===== config.mk =====
export PLATFORM = sky130hd
export DESIGN_NAME = matmul_operand_packer_4x4
export DESIGN_NICKNAME = d
export VERILOG_FILES = /design/src/rtl/matmul_operand_packer_4x4.sv
export SDC_FILE = /design/constraint.sdc
export NUM_CORES = 1
export LEC_CHECK = 0
export CAP_MARGIN = 40
export CELL_PAD_IN_SITES_DETAIL_PLACEMENT = 1
export CELL_PAD_IN_SITES_GLOBAL_PLACEMENT = 1
export CORE_MARGIN = 4
export CORE_UTILIZATION = 40
export CTS_CLUSTER_SIZE = 30
export DETAILED_ROUTE_END_ITERATION = 10
export GPL_ROUTABILITY_DRIVEN = 0
export HOLD_SLACK_MARGIN = 0.1
export PLACE_DENSITY = 0.75
export REMOVE_ABC_BUFFERS = 1
export SETUP_SLACK_MARGIN = 0.3
export SLEW_MARGIN = 20
export SYNTH_ARGS = -nofsm -noshare
export SYNTH_HDL_FRONTEND = slang
export SYNTH_SLANG_ARGS = --single-unit

===== constraint.sdc =====
create_clock -name clk -period 8.1 [get_ports clk]
set_input_delay 1.215 -clock clk [delete_from_list [all_inputs] [get_ports clk]]
set_output_delay 1.215 -clock clk [all_outputs]
set_load 0.005 [all_outputs]

===== src/rtl/matmul_operand_packer_4x4.sv =====
// Byte-serial to packed 4x4 matrix packer with a one-deep output slot and framing-error detection.
// State | meaning:  FILL | assembling elements into slots;  DRAIN | discarding an over-long frame until s_last
module matmul_operand_packer_4x4 #(
    parameter int W         = 8,
    parameter bit COL_MAJOR = 1'b0
) (
    input  logic            clk,
    input  logic            rst,
    input  logic [W-1:0]    s_data,
    input  logic            s_valid,
    input  logic            s_last,
    output logic            s_ready,
    output logic [16*W-1:0] m_matrix,
    output logic            m_valid,
    input  logic            m_ready,
    output logic            err_short,
    output logic            err_long,
    output logic [15:0]     frame_cnt
);

    typedef enum logic {FILL = 1'b0, DRAIN = 1'b1} state_t;

    state_t          state, state_nxt;
    logic [3:0]      idx, idx_nxt, slot;
    logic [16*W-1:0] asm_q, asm_nxt;
    logic            beat, fill_beat, load, handshake;
    logic            short_nxt, long_nxt;

    // Column-major beat k lands in row k%4, column k/4, i.e. slot 4*(k%4)+k/4.
    assign slot      = COL_MAJOR ? {idx[1:0], idx[3:2]} : idx;
    assign handshake = m_valid && m_ready;
    assign s_ready   = (state == DRAIN) || !((idx == 4'd15) && m_valid && !m_ready);
    assign beat      = s_valid && s_ready;
    assign fill_beat = beat && (state == FILL);
    assign load      = fill_beat && (idx == 4'd15);

    always_comb begin
        asm_nxt = asm_q;
        for (int i = 0; i < 16; i++) begin
            if (fill_beat && (int'(slot) == i)) begin
                asm_nxt[W*(15-i) +: W] = s_data;
            end
        end
    end

    always_comb begin
        state_nxt = state;
        idx_nxt   = idx;
        short_nxt = 1'b0;
        long_nxt  = 1'b0;
        case (state)
            FILL: begin
                if (beat) begin
                    if (idx == 4'd15) begin
                        idx_nxt = 4'd0;
                        if (!s_last) begin
                            long_nxt  = 1'b1;
                            state_nxt = DRAIN;
                        end
                    end else if (s_last) begin
                        idx_nxt   = 4'd0;
                        short_nxt = 1'b1;
                    end else begin
                        idx_nxt = idx + 4'd1;
                    end
                end
            end
            DRAIN: begin
                if (beat && s_last) begin
                    state_nxt = FILL;
                    idx_nxt   = 4'd0;
                end
            end
            default: state_nxt = FILL;
        endcase
    end

    always_ff @(posedge clk or posedge rst) begin
        if (rst) begin
            state     <= FILL;
            idx       <= 4'd0;
            asm_q     <= '0;
            err_short <= 1'b0;
            err_long  <= 1'b0;
        end else begin
            state     <= state_nxt;
            idx       <= idx_nxt;
            asm_q     <= asm_nxt;
            err_short <= short_nxt;
            err_long  <= long_nxt;
        end
    end

    // The output slot only loads when empty or being drained this cycle; s_ready enforces that.
    always_ff @(posedge clk or posedge rst) begin
        if (rst) begin
            m_matrix  <= '0;
            m_valid   <= 1'b0;
            frame_cnt <= 16'd0;
        end else begin
            if (load) begin
                m_matrix <= asm_nxt;
                m_valid  <= 1'b1;
            end else if (handshake) begin
                m_valid <= 1'b0;
            end
            if (handshake) begin
                frame_cnt <= frame_cnt + 16'd1;
            end
        end
    end

endmodule

==> results of run 1 <==
[worst paths after layout]
| kind | start | slack (ns) | cells after the start | endpoint |
|---|---|---|---|---|
| setup / recovery | m_ready | 4.08 | 4 | s_ready |
| hold reg to reg | frame_cnt[15] | 0.47 | 1 | frame_cnt[15] |
| setup reg to reg | state | 5.65 | 4 | m_matrix[52] |
| min in group asynchronous | rst | 1.03 | 2 | asm_q[93] |
| max in group asynchronous | rst | 6.03 | 3 | asm_q[23] |
| hold / removal | frame_cnt[15] | 0.47 | 1 | frame_cnt[15] |
[per-layer routing]
| layer | vias to the layer above | part of all wire, % |
|---|---|---|
| li1 | 2701 | - |
| met1 | 3167 | 46 |
| met2 | 135 | 49 |
| met3 | 21 | 3.9 |
| met4 | 0 | 1.1 |
| met5 | - | 0 |
[stage by stage]
step | TNS (ns) | power, uW | area, sq um | std cells | hold WS (ns)
floorplan | -535.03 | 1810 | 10400 | 642 | 0.465
global placement | 0 | 1880 | 12400 | 1140 | 0.458
detailed placement | 0 | 1910 | 12600 | 1150 | 0.466
CTS | 0 | 3360 | 13700 | 1204 | 0.479
global route | 0 | 3470 | 13700 | 1205 | 0.492
finish | 0 | 3320 | 13700 | 1205 | 0.470
[state kept, by name, summed over array words and instances, names as in the netlist]
register,flops
err_long,1
m_valid,1
idx,4
state,1
frame_cnt,16
m_matrix,128
err_short,1
asm_q,120
[power by group through the flow]
stage / sequential (uW) / clock, uW / combinational (uW)
4_1_cts: 1570 / 1470 / 323
3_5_place_dp: 1590 / 0 / 323
5_1_grt: 1580 / 1540 / 352
2_1_floorplan: 1570 / 0 / 234
3_3_place_gp: 1580 / 0 / 299
6_report: 1560 / 1430 / 317
[critical path: stages]
cell and delay [ns]:
clkdlybuf4s50_1 0.53, nand2b_1 0.25, or3_1 0.35, clkdlybuf4s50_1 0.46
[layout make-up]
cell class              instances  area, sq um  area share, %
clock buffers                  36          802           5.86
well taps                     335          419           3.06
flip-flops and latches        272         6810           49.7
multi-input cells             364         3550           26.0
clock inverters                18          253           1.85
repair buffers                174         1820           13.3
inverters                       6         30.0          0.219
[placed cells by master (no fill, tap or decap), drive strengths merged, types with 5 or more instances in the layout]
cell / n
buf: 14
bufinv: 6
clkbuf: 36
clkdlybuf4s50: 160
clkinv: 8
dfrtp: 272
ha: 5
inv: 8
mux2: 241
nand2: 41
nand3: 13
nor2: 8
xnor2: 10
xor2: 5
[cells by family after synthesis]
kind of cell	share of synthesized area, %
compound gates	0.783
fa+ha+maj	0.593
mux	26.3
xor+xnor	1.25
flops	64.6
simple gates	4.74
buf+inv	1.76
==> run metrics, run 1 <==
fin. max-slew vios=0; Max clock buf depth=3; Rows=59; largest net degree at the start of global routing=148; Hold Vio Cnt, Final=0; clk slew on worst S/H paths=0.06 ns; fillers=2505; Detail Route Antenna Nets=0; Seq/Total Area, Yosys=64.6%; Psw=739 uW; Final Util=52.7%; most common cell in the netlist=dfrtp_1; P_int=2580 uW; via count=6024; relative slew slack=46.0%; global-route track usage on met3=2.60%; maximum VDD drop=170 uV; crit end category=output pin; via/cell ratio=5.00; post-synth top area share=64.6%; DR DRC count=0; Ant. Diodes=0; share of cells above drive strength 1=37.0%; top cells by area, synth=dfrtp_1 (65%), mux2_2 (24%), mux2_4 (2.3%); first-pass GRT wire length=38500 um; Clk Latency, worst-skew pair=0.53 ns; GRT Resource Usage Total=16.6%; met2 Use GR=27.7%; logic gate share of total power=9.6%; Worst Path Required=6.88 ns; Worst Setup Start Kind=input pin; synthesized flop and latch total=272; Worst-Margin Slew=0.810 ns; pre-CTS setup slack=4.11 ns; Sequential Power Share=47.2%; dpl hpwl=16300 um; # H-tree levels=1; top cells by count, synth=dfrtp_1 (272), mux2_2 (225), nand2_1 (35); Synth cell types=41; crit path time final=4.02 ns; Synth area leader=dfrtp_1; warnings from Yosys=0; final worst path period share=49.6%; Initial Util=40.6%; Final Skew=0.00785 ns; Pleak=0.00654 uW; die height=170 um; clock share of power=43.3%; Synth Cell Area=10500 sq um; hold crit path type=flip-flop to flip-flop; clock root buffer=clkbuf_16; cts hold-fix bufs=0; unrepaired setup endpoints after global routing=no; Top Usage Layer GRT=met2; # resized after CTS=0; area added between synthesis and finish=29.8%; clk sink count=272; die width=170 um; slack of the critical path=4.08 ns; run status=complete, no violations; Max-Cap Viols=0; Async S/R FF share, synth=100%; Fmax=249 MHz; vias in the first global route=6725; PwrDens=242 nW/um^2; First-pass DRT Iterations=4; Final setup viols=0; CP Class=input pin to output pin; TritonCTS Buffers=29; post-CTS setup buffer count=0; # IOs=161; initial antenna violation count=0; WL per Instance=20.0 um; Port Buf Inserts=160; Sw Share=22.3%; GRT overflow=0; core area=26000 sq um; CTS tree=done; average cell area after synthesis=15.7 sq um; Iter 0 DRT Violations=299; Post-synth EDFFs=0; Synth Flop Type=dfrtp_1; worst-path fanout max=6; DIE AREA=29000 sq um; Mapped Cells=673; met1 Usage GRT=23.5%; total wire length=24100 um; Data arrival, critical path=2.80 ns; nets@finish=865
(Power assumes the default switching activity.)
==> inputs of run 2 (changes only) <==
clock period = 3.5 ns   (was 8.1 ns; I/O delays follow)
==> run metrics, run 2 (synthesized netlist as in run 1, its figures left out) <==
Hold Vio Cnt, Final=0 (unchanged); largest net degree at the start of global routing=85 (-43%); Final setup viols=0 (unchanged); Inst Count DP=1152 (+0.17%); relative slew slack=44.1% (-1.9 points); crit path time final=2.84 ns; clk slew on worst S/H paths=0.06 ns (about the same); DIE AREA=29000 sq um (unchanged); worst-path fanout max=13 (+7); DR DRC count=0 (unchanged); reg2reg setup slack=1.17 ns (-4.48 ns); P_int=5660 uW (+120%); Worst Path Required=2.97 ns (-3.91 ns); Layout Cells excl Fill=1200 (-0.41%); slack of the critical path=0.658 ns (-3.42 ns); worst setup path start=state; Worst Setup Start Kind=flip-flop; initial antenna violation count=0 (unchanged); Most flops, register=m_matrix; most common cell after layout, fill and taps aside=dfrtp_1; clk sink count=272 (unchanged); Rows=59 (unchanged); # resized after CTS=0 (unchanged); worst r2r src=idx[0]; Pleak=0.00647 uW (-1.1%); fin. max-slew vios=0 (unchanged); First-pass DRT Iterations=4 (unchanged); RR Endpoint=m_matrix[32]; area added between synthesis and finish=28.4%; Detail Route Antenna Nets=0 (unchanged); Iter 0 DRT Violations=284 (-5.0%); post-CTS setup buffer count=0 (unchanged); via/cell ratio=5.03 (+0.58%); PwrDens=540 nW/um^2 (+120%); pre-CTS setup slack=0.790 ns (-3.32 ns); Worst-Margin Slew=0.831 ns (+0.0210 ns); logic gate share of total power=10.2% (+0.6 points); via count=6034 (+0.17%); clock root buffer=clkbuf_16; Largest regs=m_matrix (128), asm_q (120), frame_cnt (16); Port Buf Inserts=160 (unchanged); die width=170 um (unchanged); clock share of power=40.3% (-3.0 points); die height=170 um (unchanged); total wire length=24000 um (-0.56%); first-pass GRT wire length=38200 um (-0.84%); Largest register FFs=128 (unchanged); cts hold-fix bufs=0 (unchanged); TritonCTS Buffers=28 (-3.4%); Ant. Diodes=0 (unchanged); maximum VDD drop=319 uV (+88%); vias in the first global route=6578 (-2.2%); Clk Latency, worst-skew pair=0.53 ns (about the same); crit path to=s_ready; CTS tree=done; WL per Instance=20.0 um (-0.15%); highest-count cells in the layout ignoring fill and taps=dfrtp_1 (272), mux2_2 (225), clkdlybuf4s50_1 (160), nand2_1 (35), clkbuf_16 (29); crit end category=output pin; Max clock buf depth=3 (unchanged); Worst R2R Path Depth=5 (+1); Psw=1650 uW (+120%); Fmax=352 MHz; Final Skew=0.0114 ns (+0.00356 ns); nets@finish=865 (unchanged); CP Class=flip-flop to output pin; dpl hpwl=15900 um (-2.3%); share of cells above drive strength 1=36.4% (-0.60 points); unrepaired setup endpoints after global routing=no; Sw Share=22.5% (+0.24 points); Max-Cap Viols=0 (unchanged); run status=complete, no violations; final worst path period share=81.2%; GRT Resource Usage Total=16.6% (about the same); # IOs=161 (unchanged); Initial Util=40.6% (unchanged); GRT overflow=0 (unchanged); # H-tree levels=1 (unchanged); Data arrival, critical path=2.32 ns (-0.48 ns); Sequential Power Share=49.5% (+2.3 points); core area=26000 sq um (unchanged); hold crit path type=flip-flop to flip-flop
-- run 2: changes by cell type in the layout (fill, tap and decap cells not counted) --
| cell | change |
|---|---|
| buf_12 | +4 |
| buf_8 | -4 |
| buf_4 | +3 |
| bufinv_16 | -3 |
| clkbuf_8 | -3 |
| buf_16 | -2 |
| clkbuf_1 | +2 |
| inv_6 | -2 |
| buf_2 | -1 |
| buf_6 | +1 |
-- run 2: worst max-delay path: stages, from the launching register on --
cell	delay, ns
dfrtp_1	0.52
nand2b_1	0.36
or3_1	0.43
clkdlybuf4s50_1	0.48
-- run 2: layout make-up --
class                   instances  area [sq um]
clock buffers                  35           768
clock inverters                13           145
fillers                      2506         12500
inverters                       6          30.0
multi-input cells             364          3550
flip-flops and latches        272          6810
well taps                     335           419
repair buffers                175          1810
-- run 2: power groups by stage --
stage                     clock [uW]  sequential, uW  combinational [uW]
after floorplan                    0            3640                 541
after detailed placement           0            3680                 755
after global routing            3190            3660                 820
final                           2940            3620                 742
after global placement             0            3660                 706
after CTS                       3050            3620                 758
-- run 2: worst min path at each step --
stage	start	to	depth (start not counted)
floorplan	asm_q[100]	asm_q[100]	1
global placement	m_matrix[7]	m_matrix[7]	2
detailed placement	m_matrix[3]	m_matrix[3]	2
CTS	m_matrix[3]	m_matrix[3]	2
global route	m_matrix[3]	m_matrix[3]	2
finish	m_matrix[3]	m_matrix[3]	2
-- run 2: layer usage --
layer	GRT usage, %	vias up	routed length (um)
li1	-	2702	-
met3	2.72	15	947
met4	2.53	0	217
met5	0	-	0
met2	27.7	133	11700
met1	23.5	3184	11200
-- run 2: per-stage QoR --
stage | util, % | cell area (sq um) | total power [uW] | hold WS [ns] | TNS [ns]
after floorplan | - | 10400 | 4180 | 0.465 | -2122.75
after global placement | 48.3 | 12500 | 4370 | 0.457 | 0
after detailed placement | 48.6 | 12600 | 4430 | 0.465 | 0
after CTS | 52.1 | 13500 | 7430 | 0.479 | 0
after global routing | 52.1 | 13500 | 7670 | 0.498 | 0
final | 52.1 | 13500 | 7310 | 0.473 | 0
==> inputs of run 3 (changes only) <==
PLACE_DENSITY = 0.72   (was 0.75)
clock period = 2.8 ns   (was 3.5 ns; I/O delays follow)
==> run metrics, run 3 (synthesized netlist as in run 1, its figures left out) <==
Max-Cap Viols=0 (unchanged); Final Skew=0.0108 ns (-0.000649 ns); clk slew on worst S/H paths=0.06 ns (about the same); Port Buf Inserts=160 (unchanged); Most flops, register=m_matrix; total wire length=25400 um (+5.7%); Sw Share=22.7% (+0.14 points); Largest regs=m_matrix (128), asm_q (120), frame_cnt (16); First-pass DRT Iterations=4 (unchanged); Psw=2190 uW (+33%); clk sink count=272 (unchanged); fin. max-slew vios=0 (unchanged); maximum VDD drop=433 uV (+36%); worst-path cell chain=ha_4 > nand2_1 > or3_1 > dlygate4sd2_1; Worst R2R Path Depth=6 (+1); final worst path period share=81.5%; RR Endpoint=m_matrix[89]; Largest register FFs=128 (unchanged); CP Class=flip-flop to output pin; die height=170 um (unchanged); area added between synthesis and finish=30.8%; PwrDens=700 nW/um^2 (+30%); crit end category=output pin; Finished Cell Area=13800 sq um (+1.9%); Clk Latency, worst-skew pair=0.55 ns (+0.02 ns); crit path time final=2.28 ns; Worst Setup Start Kind=flip-flop; Hold Vio Cnt, Final=0 (unchanged); via/cell ratio=5.06 (+0.69%); core area=26000 sq um (unchanged); final hold slack=0.358 ns (-0.115 ns); worst r2r src=idx[1]; CP max stage delay=0.39 ns (-0.13 ns); DIE AREA=29000 sq um (unchanged); Crit path buffers/inverters=1 (unchanged); hold crit path type=input pin to async pin; placed cell area=12700 sq um (+0.37%); vias in the first global route=7046 (+7.1%); Sequential Power Share=47.0% (-2.5 points); worst-path fanout max=7 (-6); largest net degree at the start of global routing=88 (+3.5%); TritonCTS Buffers=30 (+7.1%); logic gate share of total power=9.8% (-0.4 points); Iter 0 DRT Violations=245 (-14%); DR DRC count=0 (unchanged); family with the most delay on the worst path=simple AND/OR/NAND/NOR gates; run status=complete, no violations; first-pass GRT wire length=41000 um (+7.4%); Pleak=0.00659 uW (+1.9%); # IOs=161 (unchanged); GRT overflow=0 (unchanged); Worst-Margin Slew=0.666 ns (-0.165 ns); reg2reg setup slack=0.69 ns (-0.48 ns); Crit-path slowest cell=dfrtp_2; Final setup viols=0 (unchanged); die width=170 um (unchanged); Final Util=53.1% (+0.99 points); Initial Util=40.6% (unchanged); worst setup path start=idx[1]; P_int=7470 uW (+32%); share of cells above drive strength 1=38.9% (+2.5 points); Max clock buf depth=3 (unchanged); most common cell after layout, fill and taps aside=dfrtp_1; relative slew slack=55.2% (+11 points); GRT Resource Usage Total=17.8% (+1.2 points); Ant. Diodes=0 (unchanged); Detail Route Antenna Nets=0 (unchanged); clock root buffer=clkbuf_16; highest-count cells in the layout ignoring fill and taps=dfrtp_1 (267), mux2_2 (225), clkdlybuf4s50_1 (159), nand2_1 (35), clkbuf_16 (30); clock share of power=43.1% (+2.8 points); Worst Path Required=2.38 ns (-0.59 ns); WL per Instance=20.8 um (+3.9%); Rows=59 (unchanged); CTS tree=done; cts hold-fix bufs=0 (unchanged); via count=6177 (+2.4%); # H-tree levels=1 (unchanged); Data arrival, critical path=1.86 ns (-0.46 ns); Fmax=438 MHz; nets@finish=879 (+1.6%); dpl hpwl=16800 um (+5.4%); fillers=2441 (-2.6%); unrepaired setup endpoints after global routing=no; initial antenna violation count=0 (unchanged)
==> run 3: metrics by stage <==
| step | cells | total power, uW | setup slack, ns | TNS [ns] |
|---|---|---|---|---|
| after floorplan | 642 | 5230 | -7.73 | -2374.19 |
| after global placement | 1161 | 5450 | 0.309 | 0 |
| after detailed placement | 1161 | 5550 | 0.189 | 0 |
| after CTS | 1220 | 9780 | 0.502 | 0 |
| after global routing | 1220 | 10100 | 0.441 | 0 |
| final | 1220 | 9650 | 0.519 | 0 |
==> run 3: worst max path at each step <==
| stage | end | slack [ns] | depth (start not counted) |
|---|---|---|---|
| final | s_ready | 0.52 | 4 |
| after global routing | s_ready | 0.44 | 4 |
| after CTS | s_ready | 0.50 | 4 |
| after detailed placement | m_matrix[34] | 0.19 | 5 |
| after global placement | m_matrix[98] | 0.31 | 5 |
| after floorplan | m_matrix[100] | -7.73 | 4 |
==> run 3: layout make-up <==
cell class / instances / area, sq um / area share, %
Clock buffer: 38 / 841 / 6.10
Clock inverter: 18 / 235 / 1.71
Inverter: 6 / 30.0 / 0.218
Multi-Input combinational cell: 364 / 3570 / 25.9
Sequential cell: 272 / 6810 / 49.4
Tap cell: 335 / 419 / 3.04
Timing Repair Buffer: 187 / 1880 / 13.6
==> run 3: what timing repair did <==
| item | CTS | global route |
|---|---|---|
| setup endpoints to repair | 1 | 0 |
| setup buffers | 3 | 0 |
| resized for setup | 10 | 0 |
==> run 3: layer usage <==
| layer | vias to the layer above | wire (um) | GRT usage [%] |
|---|---|---|---|
| li1 | 2751 | - | - |
| met1 | 3269 | 11100 | 23.7 |
| met2 | 131 | 12800 | 30.8 |
| met3 | 26 | 1050 | 3.18 |
| met4 | 0 | 401 | 3.44 |
| met5 | - | 0 | 0 |
==> run 3: power groups by stage <==
stage	Clock, uW	Combinational (uW)	Sequential (uW)
after floorplan	0	677	4550
after global placement	0	875	4580
after detailed placement	0	949	4600
after CTS	4260	974	4550
after global routing	4450	1060	4590
final	4160	950	4540
